--- config.mk ---
export PLATFORM = sky130hd
export DESIGN_NAME = cram_bank
export DESIGN_NICKNAME = d
export VERILOG_FILES = /design/src/rtl/cram_pkg.sv /design/src/rtl/cram_rd_port.sv /design/src/rtl/cram_bank.sv
export SDC_FILE = /design/constraint.sdc
export NUM_CORES = 1
export LEC_CHECK = 0
export ABC_AREA = 1
export ABC_CLOCK_PERIOD_IN_PS = 4400
export BUFFER_PORTS_ARGS = -buffer_cell sky130_fd_sc_hd__clkbuf_2
export CORE_ASPECT_RATIO = 2
export CORE_MARGIN = 2
export CORE_UTILIZATION = 60
export CTS_CLUSTER_DIAMETER = 200
export DETAILED_ROUTE_END_ITERATION = 16
export HOLD_SLACK_MARGIN = 0.1
export PLACE_DENSITY_LB_ADDON = 0.25
export SYNTH_ARGS = -nofsm -noshare
export SYNTH_HDL_FRONTEND = slang
export SYNTH_SLANG_ARGS = --single-unit
--- constraint.sdc ---
create_clock -name clock -period 4.4 [get_ports clock]
set_input_delay 1.32 -clock clock [delete_from_list [all_inputs] [get_ports clock]]
set_output_delay 1.32 -clock clock [all_outputs]
set_load 0.005 [all_outputs]
--- src/rtl/cram_pkg.sv ---
// Shared constants for the constant-RAM bank: named entry addresses,
// controller state encoding and the power-on contents.
package cram_pkg;

  localparam int CM_DATA_W = 20;
  localparam int CM_DEPTH  = 8;

  localparam int CM_SRC_BASE  = 3;
  localparam int CM_DST_BASE  = 4;
  localparam int CM_SRC_LAST  = 5;
  localparam int CM_SRC_WIDTH = 6;

  typedef enum logic [1:0] {
    ST_INIT   = 2'd0,
    ST_READY  = 2'd1,
    ST_LOCKED = 2'd2
  } cram_state_t;

  // Entry i lives at [i*CM_DATA_W +: CM_DATA_W]; entry 7 is leftmost.
  localparam logic [CM_DEPTH*CM_DATA_W-1:0] CM_DEFAULTS = {
    20'd0,     // 7
    20'd118,   // 6 CM_SRC_WIDTH
    20'd8259,  // 5 CM_SRC_LAST
    20'd10000, // 4 CM_DST_BASE
    20'd0,     // 3 CM_SRC_BASE
    20'd0,     // 2
    20'd0,     // 1
    20'd0      // 0
  };

endpackage

--- src/rtl/cram_rd_port.sv ---
// One registered read slice: range check, entry select, and valid/hold
// behaviour for a single read port of cram_bank.
module cram_rd_port #(
  parameter int DATA_W = 20,
  parameter int DEPTH  = 8,
  parameter int ADDR_W = 3
) (
  input  logic                    clock,
  input  logic                    reset_n,
  input  logic                    rd_en,
  input  logic                    rd,
  input  logic [ADDR_W-1:0]       addr,
  input  logic [DEPTH*DATA_W-1:0] mem_flat,
  output logic [DATA_W-1:0]       rd_data,
  output logic                    rd_valid,
  output logic                    rd_oor
);

  logic              take;
  logic [DATA_W-1:0] sel;

  assign take   = rd_en & rd;
  assign rd_oor = take && (32'(addr) >= 32'(DEPTH));

  // Out-of-range addresses match no entry and therefore read as zero.
  always_comb begin
    sel = '0;
    for (int i = 0; i < DEPTH; i++) begin
      if (32'(addr) == 32'(i)) sel = mem_flat[i*DATA_W +: DATA_W];
    end
  end

  always_ff @(posedge clock or negedge reset_n) begin
    if (!reset_n) begin
      rd_data  <= '0;
      rd_valid <= 1'b0;
    end else begin
      rd_valid <= take;
      if (take) rd_data <= sel;
    end
  end

endmodule

--- src/rtl/cram_bank.sv ---
// Constant/parameter word bank: self-loads defaults after reset, serves NRD
// registered read ports, accepts host writes until locked.
module cram_bank
  import cram_pkg::*;
#(
  parameter int DATA_W = CM_DATA_W,
  parameter int DEPTH  = CM_DEPTH,
  parameter int ADDR_W = (DEPTH > 1) ? $clog2(DEPTH) : 1,
  parameter int NRD    = 2,
  parameter logic [DEPTH*DATA_W-1:0] DEFAULTS = CM_DEFAULTS
) (
  input  logic                  clock,
  input  logic                  reset_n,
  input  logic [NRD-1:0]        cm_r,
  input  logic [NRD*ADDR_W-1:0] cm_addr,
  output logic [NRD*DATA_W-1:0] cm_out,
  output logic [NRD-1:0]        cm_valid,
  input  logic                  cm_w,
  input  logic [ADDR_W-1:0]     cm_waddr,
  input  logic [DATA_W-1:0]     cm_wdata,
  input  logic                  cm_lock,
  input  logic                  cm_reinit,
  output logic                  cm_busy,
  output logic                  cm_locked,
  output logic                  cm_err,
  output logic [1:0]            dbg_state
);

  localparam logic [ADDR_W-1:0] LAST = ADDR_W'(DEPTH - 1);

  cram_state_t               state, state_nxt;
  logic [ADDR_W-1:0]         cnt, cnt_nxt;
  logic [DATA_W-1:0]         mem [DEPTH];
  logic [DEPTH*DATA_W-1:0]   mem_flat;
  logic [NRD-1:0]            rd_oor;
  logic                      rd_en, wr_in_range, wr_ok, wr_err, reinit_err;

  assign cm_busy   = (state == ST_INIT);
  assign cm_locked = (state == ST_LOCKED);
  assign dbg_state = state;

  always_ff @(posedge clock or negedge reset_n) begin
    if (!reset_n) begin
      state <= ST_INIT;
      cnt   <= '0;
    end else begin
      state <= state_nxt;
      cnt   <= cnt_nxt;
    end
  end

  always_comb begin
    state_nxt = state;
    cnt_nxt   = cnt;
    unique case (state)
      ST_INIT: begin
        cnt_nxt = cnt + ADDR_W'(1);
        if (cnt == LAST) begin
          state_nxt = ST_READY;
          cnt_nxt   = '0;
        end
      end
      ST_READY: begin
        if (cm_reinit) begin
          state_nxt = ST_INIT;
          cnt_nxt   = '0;
        end else if (cm_lock) begin
          state_nxt = ST_LOCKED;
        end
      end
      ST_LOCKED: state_nxt = ST_LOCKED;
      default:   state_nxt = ST_INIT;
    endcase
  end

  assign wr_in_range = (32'(cm_waddr) < 32'(DEPTH));
  assign wr_ok       = cm_w && (state == ST_READY) && wr_in_range;
  assign wr_err      = cm_w && ((state == ST_LOCKED) ||
                                ((state == ST_READY) && !wr_in_range));
  assign reinit_err  = cm_reinit && (state == ST_LOCKED);

  // Reads sample the array before this edge's write lands, so a same-cycle
  // read of the written entry returns the old word.
  always_ff @(posedge clock) begin
    if (state == ST_INIT) mem[cnt] <= DEFAULTS[cnt*DATA_W +: DATA_W];
    else if (wr_ok)       mem[cm_waddr] <= cm_wdata;
  end

  always_comb begin
    mem_flat = '0;
    for (int i = 0; i < DEPTH; i++) mem_flat[i*DATA_W +: DATA_W] = mem[i];
  end

  // Read handshake: cm_r[i] is a request sampled at the clock edge while not
  // busy; cm_valid[i] is high for exactly the following cycle with cm_out[i].
  assign rd_en = (state != ST_INIT);

  for (genvar g = 0; g < NRD; g++) begin : g_rd
    cram_rd_port #(
      .DATA_W (DATA_W),
      .DEPTH  (DEPTH),
      .ADDR_W (ADDR_W)
    ) u_rd (
      .clock    (clock),
      .reset_n  (reset_n),
      .rd_en    (rd_en),
      .rd       (cm_r[g]),
      .addr     (cm_addr[g*ADDR_W +: ADDR_W]),
      .mem_flat (mem_flat),
      .rd_data  (cm_out[g*DATA_W +: DATA_W]),
      .rd_valid (cm_valid[g]),
      .rd_oor   (rd_oor[g])
    );
  end

  always_ff @(posedge clock or negedge reset_n) begin
    if (!reset_n) cm_err <= 1'b0;
    else          cm_err <= cm_err | wr_err | reinit_err | (|rd_oor);
  end

endmodule

==> out/metrics.csv, run 1 <==
stage,metric,value,unit
status,outcome,"complete, no violations",
clock_tree,CTS Buf Count,18,
clock_tree,Post-CTS Hold Buffers,0,
synth,"top cells by area, synth","edfxtp_1, dfrtp_1, nand2_1",
floorplanning,die area,0.0173,mm2
floorplanning,Starting Density,61.4,%
critical_path,critical-path maximum fanout,17,
clock_tree,clock sinks,208,
cells_and_area,Final nets,1135,
critical_path,Setup crit end kind,flop,
synth,Synth Area in Compound Gates,4.99,%
synth,Synth top area share,49.4,%
timing,setup violators final,0,
global_routing,initial antenna violation count,0,
critical_path,"delay-heaviest family, CP",simple AND/OR/NAND/NOR gates,
floorplanning,die boundary height,184,um
floorplanning,core area,0.0159,mm2
synth,cell count after synthesis,1027,
cells_and_area,Reg area,0.00601,mm2
global_routing,total global-route track usage,28.2,%
placed_design,PortBufs,82,
timing,Hold WS,0.476,ns
routing,# DRC,0,
cells_and_area,area of the multi-input gates,0.00314,mm2
critical_path,"most used cell, CP",nand2_1,
critical_path,largest stage delay on the critical path,0.81,ns
global_routing,first-pass GRT wire length,37900,um
timing,Final min period,2.84,ns
floorplanning,Die Width,94.1,um
synth,Yosys warnings,0,
power_and_ir_drop,NetSw,2040,uW
synth,most frequent cell after synthesis,nand2_1,
placed_design,HPWL after DPL,16300,um
synth,Post-synth top flop,edfxtp_1,
cells_and_area,fraction of layout cells with a size suffix above 1,14.3,%
clock_tree,CTS tree,built,
clock_tree,Root Buffer,clkbuf_16,
routing,per-cell routed wire length,18.0,um
timing,Final TNS setup,0,ns
clock_tree,total setup buffers inserted after CTS,0,
clock_tree,Worst-Skew Late Latency,0.49,ns
placed_design,GPL Wtd Cong,0.902,
synth,Mapped Area,0.00973,mm2
critical_path,Critical Path Source Type,input port,
floorplanning,FP Rows,65,
synth,Syn Area/Cell,9.48,um2
timing,Clock Skew,0.0189,ns
power_and_ir_drop,Lkg Pwr,0.00471,uW
routing,DR iter-0 viols,586,
critical_path,buffers plus inverters on the worst setup path,3,
timing,period utilisation layout,64.5,%
hold_path,Worst Hold Class,flop to flop,
power_and_ir_drop,Sequential Power Share,49.2,%
clock_tree,H-tree Lvls,1,
routing,Final ANT Viol Nets,0,
synth,Mapped Nets,1068,
routing,DR vias/cell,5.91,
clock_tree,CTS resizes,0,
synth,count of state elements after synthesis,208,
routing,Pre-antenna DRT Iters,5,
cells_and_area,# fillers,1274,
power_and_ir_drop,logic gate share of total power,25.0,%
power_and_ir_drop,Sw Ratio,31.9,%
synth,synth cell count leaders,"nand2_1, edfxtp_1, nor2_1, nand4_1, nand3_1",
floorplanning,Boundary Pins,83,
power_and_ir_drop,Internal Power,4350,uW
synth,mux contribution to synthesized area,0,%
global_routing,pin count of the biggest net entering global routing,45,
power_and_ir_drop,pwr/cell area,584,mW/mm2
critical_path,CP max-delay cell,nor3_2,
clock_tree,clock buffer depth,3,
cells_and_area,synthesis-to-finish area growth,12.4,%
global_routing,number of global-route vias before repair,7529,
synth,sequential area share after synthesis,61.7,%
synth,fraction of registers with async set/reset,23.1,%
synth,number of synthesized flops with an enable pin,160,
synth,post-synth cell types,22,
clock_tree,Clock Pin Slew Worst Setup and Hold Paths,0.06,ns
timing,RSZ-0062 raised after global routing,no,
power_and_ir_drop,Worst VDD drop,0.539,mV
global_routing,grt ovf,0,
timing,Least-Margin Pin Slew,1.08,ns
critical_path,CP Class,input port to flop,
synth,Post-Synth Simple-Gate Area,26.2,%
synth,adder-cell share of the synthesized area,0.643,%
synth,largest family of logic cells by synthesized area,simple AND/OR/NAND/NOR gates,
routing,Vias,7724,
timing,Rel. slew slack,27.4,%
critical_path,"Critical Path, Cell by Cell",clkbuf_2 -> inv_2 -> nor3_2 -> buf_4 -> nand2_1 -> nand4_1 -> nand2_1 -> nand2_1,
run,maxcap violations,0,
synth,Synth Area in XOR/XNOR,0,%
timing,fmax,352,MHz
synth,post-synth top area cell,edfxtp_1,
power_and_ir_drop,clock power share,25.8,%
critical_path,Critical Path RT,4.81,ns
routing,final wirelength,23500,um
timing,Max Slew Vio Count,0,
cells_and_area,number of inserted diodes,0,
timing,Final Hold Fails,0,
critical_path,CP arrival,3.25,ns
[cells in the final DEF, fill, tap and decap left out]
cell       synthesis  routed
inv_2              9       9
nand3_1           87      87
nand2_2            1       1
a21oi_1           81      81
nor2_2             0       5
clkinv_2           0       3
a31o_2             1       1
nor3_2             3       3
buf_4              9      23
clkbuf_1          17       3
clkbuf_8           0       1
clkbuf_2           0      82
o22ai_1            1       1
edfxtp_1         160     160
nand3_2            1       1
clkinv_1           0       3
nor3_4             5       7
nor2_1           128     123
nand4_1           88      88
nand2_1          253     253
inv_1             83      83
o21ai_0           13      13
ha_1               5       5
bufinv_16          0       3
dfrtp_1           48      48
clkbuf_16          0      19
[state kept, by name, indices dropped and copies added, names as in the netlist]
register / flops
cnt: 3
g_rd.u_rd.rd_valid: 2
dbg_state: 2
cm_err: 1
g_rd.u_rd.rd_data: 40
mem: 160
[tightest hold or removal path, cell delays in order (launching register included)]
cell and delay (ns):
dfrtp_1 0.34, nand2_1 0.05, nand2_1 0.05
[cell families after synthesis]
group,count (synthesis)
AO/OA/AOI/OAI,96
AND/OR/NAND/NOR,568
flip-flops,208
adder cells (fa/ha/maj),5
buffers and inverters,150
[final cells by class]
class | count | area share [%]
Inverter | 92 | 3.16
Tap cell | 201 | 2.30
Clock buffer | 23 | 4.58
Multi-Input combinational cell | 669 | 28.7
Clock inverter | 9 | 1.06
Timing Repair Buffer | 105 | 5.33
Sequential cell | 208 | 54.9
[through the flow]
stage,total power [uW],instance area [um2],util (%),cells,worst slack (ns)
final,6390,10900,69.0,1307,1.56
after CTS,6390,10900,69.0,1307,1.62
after detailed placement,4760,10300,65.1,1275,1.15
after global routing,6730,10900,69.0,1307,1.41
after global placement,4710,10300,65.1,1275,1.19
after floorplan,4080,9730,-,1027,1.29
[final timing paths]
path	slack, ns	end	from	depth (start not counted)
min in group asynchronous	0.71	g_rd[0].u_rd.rd_data[4]	reset_n	1
worst max register to register	2.12	mem[0][2]	dbg_state[0]	5
worst min-delay path	0.48	g_rd[1].u_rd.rd_data[11]	g_rd[1].u_rd.rd_data[11]	2
worst min register to register	0.48	g_rd[1].u_rd.rd_data[11]	g_rd[1].u_rd.rd_data[11]	2
worst max-delay path	1.56	g_rd[0].u_rd.rd_data[13]	cm_addr[2]	8
max in group asynchronous	2.89	g_rd[1].u_rd.rd_data[11]	reset_n	2
[power groups by stage]
stage               combinational, uW  clock, uW  sequential (uW)
floorplan                         944          0             3140
global placement                 1550          0             3160
detailed placement               1580          0             3180
CTS                              1590       1660             3140
global route                     1790       1730             3210
finish                           1590       1650             3140
[routing by layer]
layer / GRT usage (%) / share of wire [%] / vias up
met5: 0 / 0 / -
met4: 13.2 / 3.1 / 0
met3: 2.82 / 8.0 / 73
met2: 47.6 / 52 / 461
met1: 36.6 / 37 / 3555
li1: - / - / 3635
No activity file was read; power rests on OpenSTA's default activity.
==> run 2: changes to the inputs <==
- ABC_CLOCK_PERIOD_IN_PS: 4400 -> 2800
- clock period: 4.4 -> 2.8 ns (I/O delays scaled with it)
==> out/metrics.csv, run 2 (synthesis results as in run 1) <==
stage,metric,value,unit
status,outcome,"complete, no violations",
timing,Hold WS,0.427,ns
clock_tree,clock buffer depth,3,
routing,Final ANT Viol Nets,0,
critical_path,Critical Path Source Type,flop,
global_routing,initial antenna violation count,0,
clock_tree,clock sinks,208,
critical_path,"Critical Path, Cell by Cell",inv_1 -> nor2_1 -> nand2_2 -> nand2_1 -> o21ai_0 -> inv_1 -> nand2_1 -> nor2_1 -> buf_4,
power_and_ir_drop,total power,9900,uW
timing,worst setup margin,0.620,ns
placed_design,PortBufs,82,
cells_and_area,Reg area,0.00601,mm2
timing,setup violators final,0,
power_and_ir_drop,Worst VDD drop,0.808,mV
timing,Final Hold Fails,0,
clock_tree,Clock Pin Slew Worst Setup and Hold Paths,0.07,ns
timing,Rel. slew slack,42.4,%
clock_tree,Worst-Skew Late Latency,0.49,ns
cells_and_area,fraction of layout cells with a size suffix above 1,15.9,%
timing,Max Slew Vio Count,0,
cells_and_area,Final nets,1154,
floorplanning,Die Width,94.1,um
clock_tree,H-tree Lvls,1,
placed_design,HPWL after DPL,17000,um
critical_path,largest stage delay on the critical path,0.43,ns
global_routing,pin count of the biggest net entering global routing,44,
cells_and_area,number of inserted diodes,0,
critical_path,Reg2Reg Launch Point,dbg_state[0],
floorplanning,FP Rows,65,
cells_and_area,Biggest register,mem,
routing,# DRC,0,
routing,per-cell routed wire length,18.2,um
routing,Pre-antenna DRT Iters,5,
cells_and_area,area of the multi-input gates,0.00314,mm2
clock_tree,total setup buffers inserted after CTS,0,
cells_and_area,synthesis-to-finish area growth,13.9,%
clock_tree,Post-CTS Hold Buffers,0,
timing,RSZ-0062 raised after global routing,no,
cells_and_area,max FFs per register,160,
floorplanning,Boundary Pins,83,
placed_design,Setup WS pre-CTS,0.252,ns
cells_and_area,# fillers,1245,
floorplanning,core area,0.0159,mm2
routing,DR vias/cell,6.00,
timing,Final TNS setup,0,ns
timing,Final min period,2.18,ns
timing,fmax,459,MHz
critical_path,CP max-delay cell,dfrtp_1,
floorplanning,die area,0.0173,mm2
critical_path,Critical Path RT,2.96,ns
floorplanning,die boundary height,184,um
clock_tree,Root Buffer,clkbuf_16,
timing,period utilisation layout,77.9,%
timing,Clock Skew,0.0116,ns
critical_path,CP arrival,2.34,ns
critical_path,buffers plus inverters on the worst setup path,3,
routing,final wirelength,24100,um
run,maxcap violations,0,
routing,DR iter-0 viols,631,
cells_and_area,"commonest non-fill, non-tap cell in the layout",nand2_1,
critical_path,"delay-heaviest family, CP",simple AND/OR/NAND/NOR gates,
clock_tree,CTS resizes,0,
routing,Vias,7954,
cells_and_area,biggest regs,"mem (160), g_rd.u_rd.rd_data (40), cnt (3)",
global_routing,first-pass GRT wire length,38000,um
critical_path,Setup crit end kind,flop,
global_routing,grt ovf,0,
critical_path,crit path from,dbg_state[0],
critical_path,CP Class,flop to flop,
hold_path,Worst Hold Class,input port to async pin,
clock_tree,CTS Buf Count,18,
cells_and_area,most frequent cells in the layout,"nand2_1, edfxtp_1, nor2_1, nand4_1, nand3_1",
critical_path,critical-path maximum fanout,20,
power_and_ir_drop,pwr/cell area,893,mW/mm2
global_routing,number of global-route vias before repair,7643,
clock_tree,CTS tree,built,
placed_design,GPL Wtd Cong,0.860,
timing,Least-Margin Pin Slew,0.861,ns
global_routing,total global-route track usage,28.2,%
floorplanning,Starting Density,61.4,%
power_and_ir_drop,Lkg Pwr,0.00478,uW
==> run 2: worst reg2reg max path, stage by stage (launching register included) <==
cell and delay (ns):
dfrtp_1 0.43, inv_1 0.06, nor2_1 0.19, nand2_2 0.16, nand2_1 0.19, o21ai_0 0.20, inv_1 0.12, nand2_1 0.08
nor2_1 0.11, buf_4 0.31
==> run 2: layout make-up <==
class / count / share of cell area [%]
clock buffer: 20 / 4.32
clock inverter: 12 / 0.666
inverter: 92 / 3.11
multi-input combinational: 669 / 28.3
sequential: 208 / 54.2
tap: 201 / 2.27
timing repair buffer: 124 / 7.11
==> run 2: report_power, final <==
part	internal, uW	switching (uW)	leakage (uW)
sequential	4500	434	0.00209
clock	1250	1080	0.000261
combinational	877	1760	0.00243
total	6620	3280	0.00478
==> run 2: per-stage QoR <==
step,instances,area (um2),util (%)
after floorplan,1027,9730,-
after global placement,1294,10500,66.4
after detailed placement,1294,10500,66.4
after CTS,1326,11100,69.9
after global routing,1326,11100,69.9
final,1326,11100,69.9
==> run 2: path summary, 6_finish.rpt <==
check                                           to  slack (ns)  depth (start not counted)
min                        g_rd[0].u_rd.rd_data[4]        0.43                          1
max                                     mem[0][14]        0.62                          9
max reg2reg                             mem[0][14]        0.62                          9
min reg2reg                g_rd[0].u_rd.rd_data[7]        0.48                          2
max in group asynchronous    g_rd[0].u_rd.rd_valid        1.69                          2
min in group clock         g_rd[0].u_rd.rd_data[7]        0.48                          2
==> run 2: metal layers <==
metal	vias to the layer above	global-route usage, %	share of wire (%)
met2	477	48.2	51
li1	3671	-	-
met1	3708	35.0	37
met5	-	0	0
met4	0	14.8	4.2
met3	98	3.11	7.9
==> run 3: changes to the inputs <==
- ABC_AREA: 1 -> 0
- ABC_CLOCK_PERIOD_IN_PS: 2800 -> 1900
- CORE_UTILIZATION: 60 -> 54
- clock period: 2.8 -> 1.9 ns (I/O delays scaled with it)
==> out/metrics.csv, run 3 <==
stage,metric,value,unit
clock_tree,clock buffer depth,3,
critical_path,CP max-delay cell,dfrtp_1,
cells_and_area,max FFs per register,160,
placed_design,GPL Wtd Cong,0.907,
floorplanning,Die Width,98.6,um
routing,Final ANT Viol Nets,0,
cells_and_area,fraction of layout cells with a size suffix above 1,28.6,%
synth,fraction of registers with async set/reset,23.1,%
synth,synth cell count leaders,"edfxtp_1, o21ai_0, nand2_1, nor2_1",
synth,Mapped Nets,802,
critical_path,Critical Path Source Type,flop,
power_and_ir_drop,pwr/cell area,1400,mW/mm2
global_routing,total global-route track usage,27.1,%
synth,number of synthesized flops with an enable pin,160,
timing,setup violators final,3,
critical_path,Setup crit end kind,primary output,
global_routing,initial antenna violation count,0,
critical_path,Critical Path RT,1.33,ns
synth,cell count after synthesis,761,
timing,Least-Margin Pin Slew,0.749,ns
timing,worst setup margin,-0.0486,ns
clock_tree,Clock Pin Slew Worst Setup and Hold Paths,0.06,ns
cells_and_area,Final nets,943,
critical_path,"delay-heaviest family, CP",buffers and inverters,
floorplanning,Boundary Pins,83,
timing,Max Slew Vio Count,0,
timing,Clock Skew,0.00913,ns
timing,Final min period,1.95,ns
routing,per-cell routed wire length,23.0,um
critical_path,largest stage delay on the critical path,0.38,ns
clock_tree,Worst-Skew Late Latency,0.48,ns
critical_path,r2r worst-path depth,5,
power_and_ir_drop,Worst VDD drop,1.25,mV
run,maxcap violations,0,
synth,sequential area share after synthesis,62.2,%
floorplanning,die boundary height,193,um
critical_path,critical-path maximum fanout,8,
synth,Mapped Area,0.00966,mm2
synth,count of state elements after synthesis,208,
global_routing,pin count of the biggest net entering global routing,49,
clock_tree,clock sinks,208,
routing,Pre-antenna DRT Iters,5,
cells_and_area,number of inserted diodes,0,
cells_and_area,biggest regs,"mem (160), g_rd.u_rd.rd_data (40), cnt (3)",
critical_path,buffers plus inverters on the worst setup path,3,
synth,Synth top area share,49.7,%
synth,post-synth cell types,55,
synth,"top cells by area, synth","edfxtp_1, dfrtp_1, o21ai_0",
clock_tree,CTS Buf Count,19,
floorplanning,die area,0.0190,mm2
critical_path,CP Class,flop to primary output,
critical_path,"Critical Path, Cell by Cell",buf_4 -> nor2_4 -> buf_4 -> clkbuf_2,
critical_path,Worst path depth,4,
global_routing,first-pass GRT wire length,39900,um
timing,period utilisation layout,103,%
floorplanning,FP Rows,69,
timing,RSZ-0062 raised after global routing,yes,
clock_tree,Root Buffer,clkbuf_16,
cells_and_area,"commonest non-fill, non-tap cell in the layout",edfxtp_1,
synth,Yosys warnings,0,
timing,Rel. slew slack,50.0,%
critical_path,CP arrival,1.38,ns
placed_design,HPWL after DPL,17600,um
global_routing,grt ovf,0,
synth,Syn Area/Cell,12.7,um2
clock_tree,CTS tree,built,
cells_and_area,most frequent cells in the layout,"edfxtp_1, o21ai_0, clkbuf_2, buf_4, nand2_1",
power_and_ir_drop,Lkg Pwr,0.00451,uW
floorplanning,core area,0.0176,mm2
routing,Vias,7233,
synth,Post-synth top flop,edfxtp_1,
hold_path,Hold Path Depth,3,
routing,# DRC,0,
floorplanning,Starting Density,54.8,%
synth,most frequent cell after synthesis,edfxtp_1,
timing,fmax,513,MHz
cells_and_area,Biggest register,mem,
critical_path,"most used cell, CP",buf_4,
routing,DR iter-0 viols,639,
routing,final wirelength,25900,um
clock_tree,H-tree Lvls,1,
power_and_ir_drop,total power,16300,uW
global_routing,number of global-route vias before repair,7174,
status,outcome,"finished, violations left",
timing,Final Hold Fails,0,
cells_and_area,synthesis-to-finish area growth,20.5,%
cells_and_area,post-layout util,66.1,%
hold_path,Worst Hold Class,input port to flop,
status,failing checks,negative setup slack,
synth,post-synth top area cell,edfxtp_1,
placed_design,PortBufs,82,
routing,DR vias/cell,6.42,
==> run 3: cell types whose count changed in the layout (fill, tap and decap cells not counted), sizes merged, moves of 13 or more <==
| cell | previous run | this run |
|---|---|---|
| a21oi | 81 | 48 |
| o21ai | 13 | 93 |
| nand4 | 88 | 0 |
| inv | 92 | 15 |
| nand2 | 254 | 62 |
| mux4 | 0 | 20 |
| a21o | 0 | 13 |
| o22ai | 1 | 30 |
| mux2i | 0 | 28 |
| nand3 | 88 | 4 |
| buf | 42 | 92 |
| nor2 | 128 | 52 |
==> run 3: through the flow <==
step                      cells  instance area, um2  hold slack, ns  setup WS [ns]  setup TNS, ns
after floorplan             761                9760           0.274        -0.0122         -0.591
after global placement     1092               10900           0.458         -0.313         -42.90
after detailed placement   1092               10900           0.465         -0.359         -51.19
after CTS                  1127               11600           0.346        -0.0553         -0.236
after global routing       1127               11600           0.387         -0.103          -3.40
final                      1127               11600           0.350        -0.0486        -0.0766
==> run 3: logic make-up after synthesis <==
logic type	synth area share [%]
AO/OA/AOI/OAI	16.6
flip-flops	62.2
AND/OR/NAND/NOR	7.53
buffers and inverters	4.20
multiplexers	8.85
adder cells (fa/ha/maj)	0.648
==> run 3: final timing paths <==
kind / startpoint / end / slack, ns
setup reg to reg: dbg_state[0] / mem[5][2] / 0
hold / removal: cm_lock / dbg_state[1] / 0.35
max in group asynchronous: reset_n / dbg_state[1] / 1.04
min in group asynchronous: reset_n / g_rd[1].u_rd.rd_data[18] / 0.62
setup / recovery: dbg_state[0] / cm_busy / -0.05
hold reg to reg: g_rd[1].u_rd.rd_data[13] / g_rd[1].u_rd.rd_data[13] / 0.47
==> run 3: layer usage <==
metal / global-route usage [%] / routed length (um) / vias to the layer above
met5: 0 / 0 / -
met4: 8.59 / 755 / 0
met3: 3.68 / 2160 / 72
met2: 46.9 / 13200 / 408
met1: 35.6 / 9790 / 3534
li1: - / - / 3219
==> run 3: worst register-to-register path, stage by stage, from the launching register on <==
cell and delay, ns:
dfrtp_1 0.38, buf_4 0.18, nor2_4 0.11, buf_4 0.13, a22oi_2 0.10, nor2_4 0.60
==> run 3: area by class of cell <==
type,instances,area (um2)
Fill cell,1300,5970
Sequential cell,208,6010
Timing Repair Buffer,175,1290
Inverter,17,66.3
Clock inverter,7,86.3
Multi-Input combinational cell,481,3400
Tap cell,213,267
Clock buffer,26,532
==> run 3: repair_timing <==
action / CTS / global route
pin swaps: 3 / 0
buffers inserted: 1 / 0
setup endpoints to repair: 42 / 165
gates cloned: 0 / 0
resized for setup: 7 / 9
hold endpoints to repair: 48 / 0
hold buffers: 1 / 0
==> run 3: where the power goes <==
group | leakage (uW) | switching [uW] | internal (uW) | total [uW]
logic | 0.00212 | 2860 | 2090 | 4950
registers | 0.00209 | 763 | 6780 | 7540
clock network | 0.000304 | 1580 | 2230 | 3810
total | 0.00451 | 5200 | 11100 | 16300
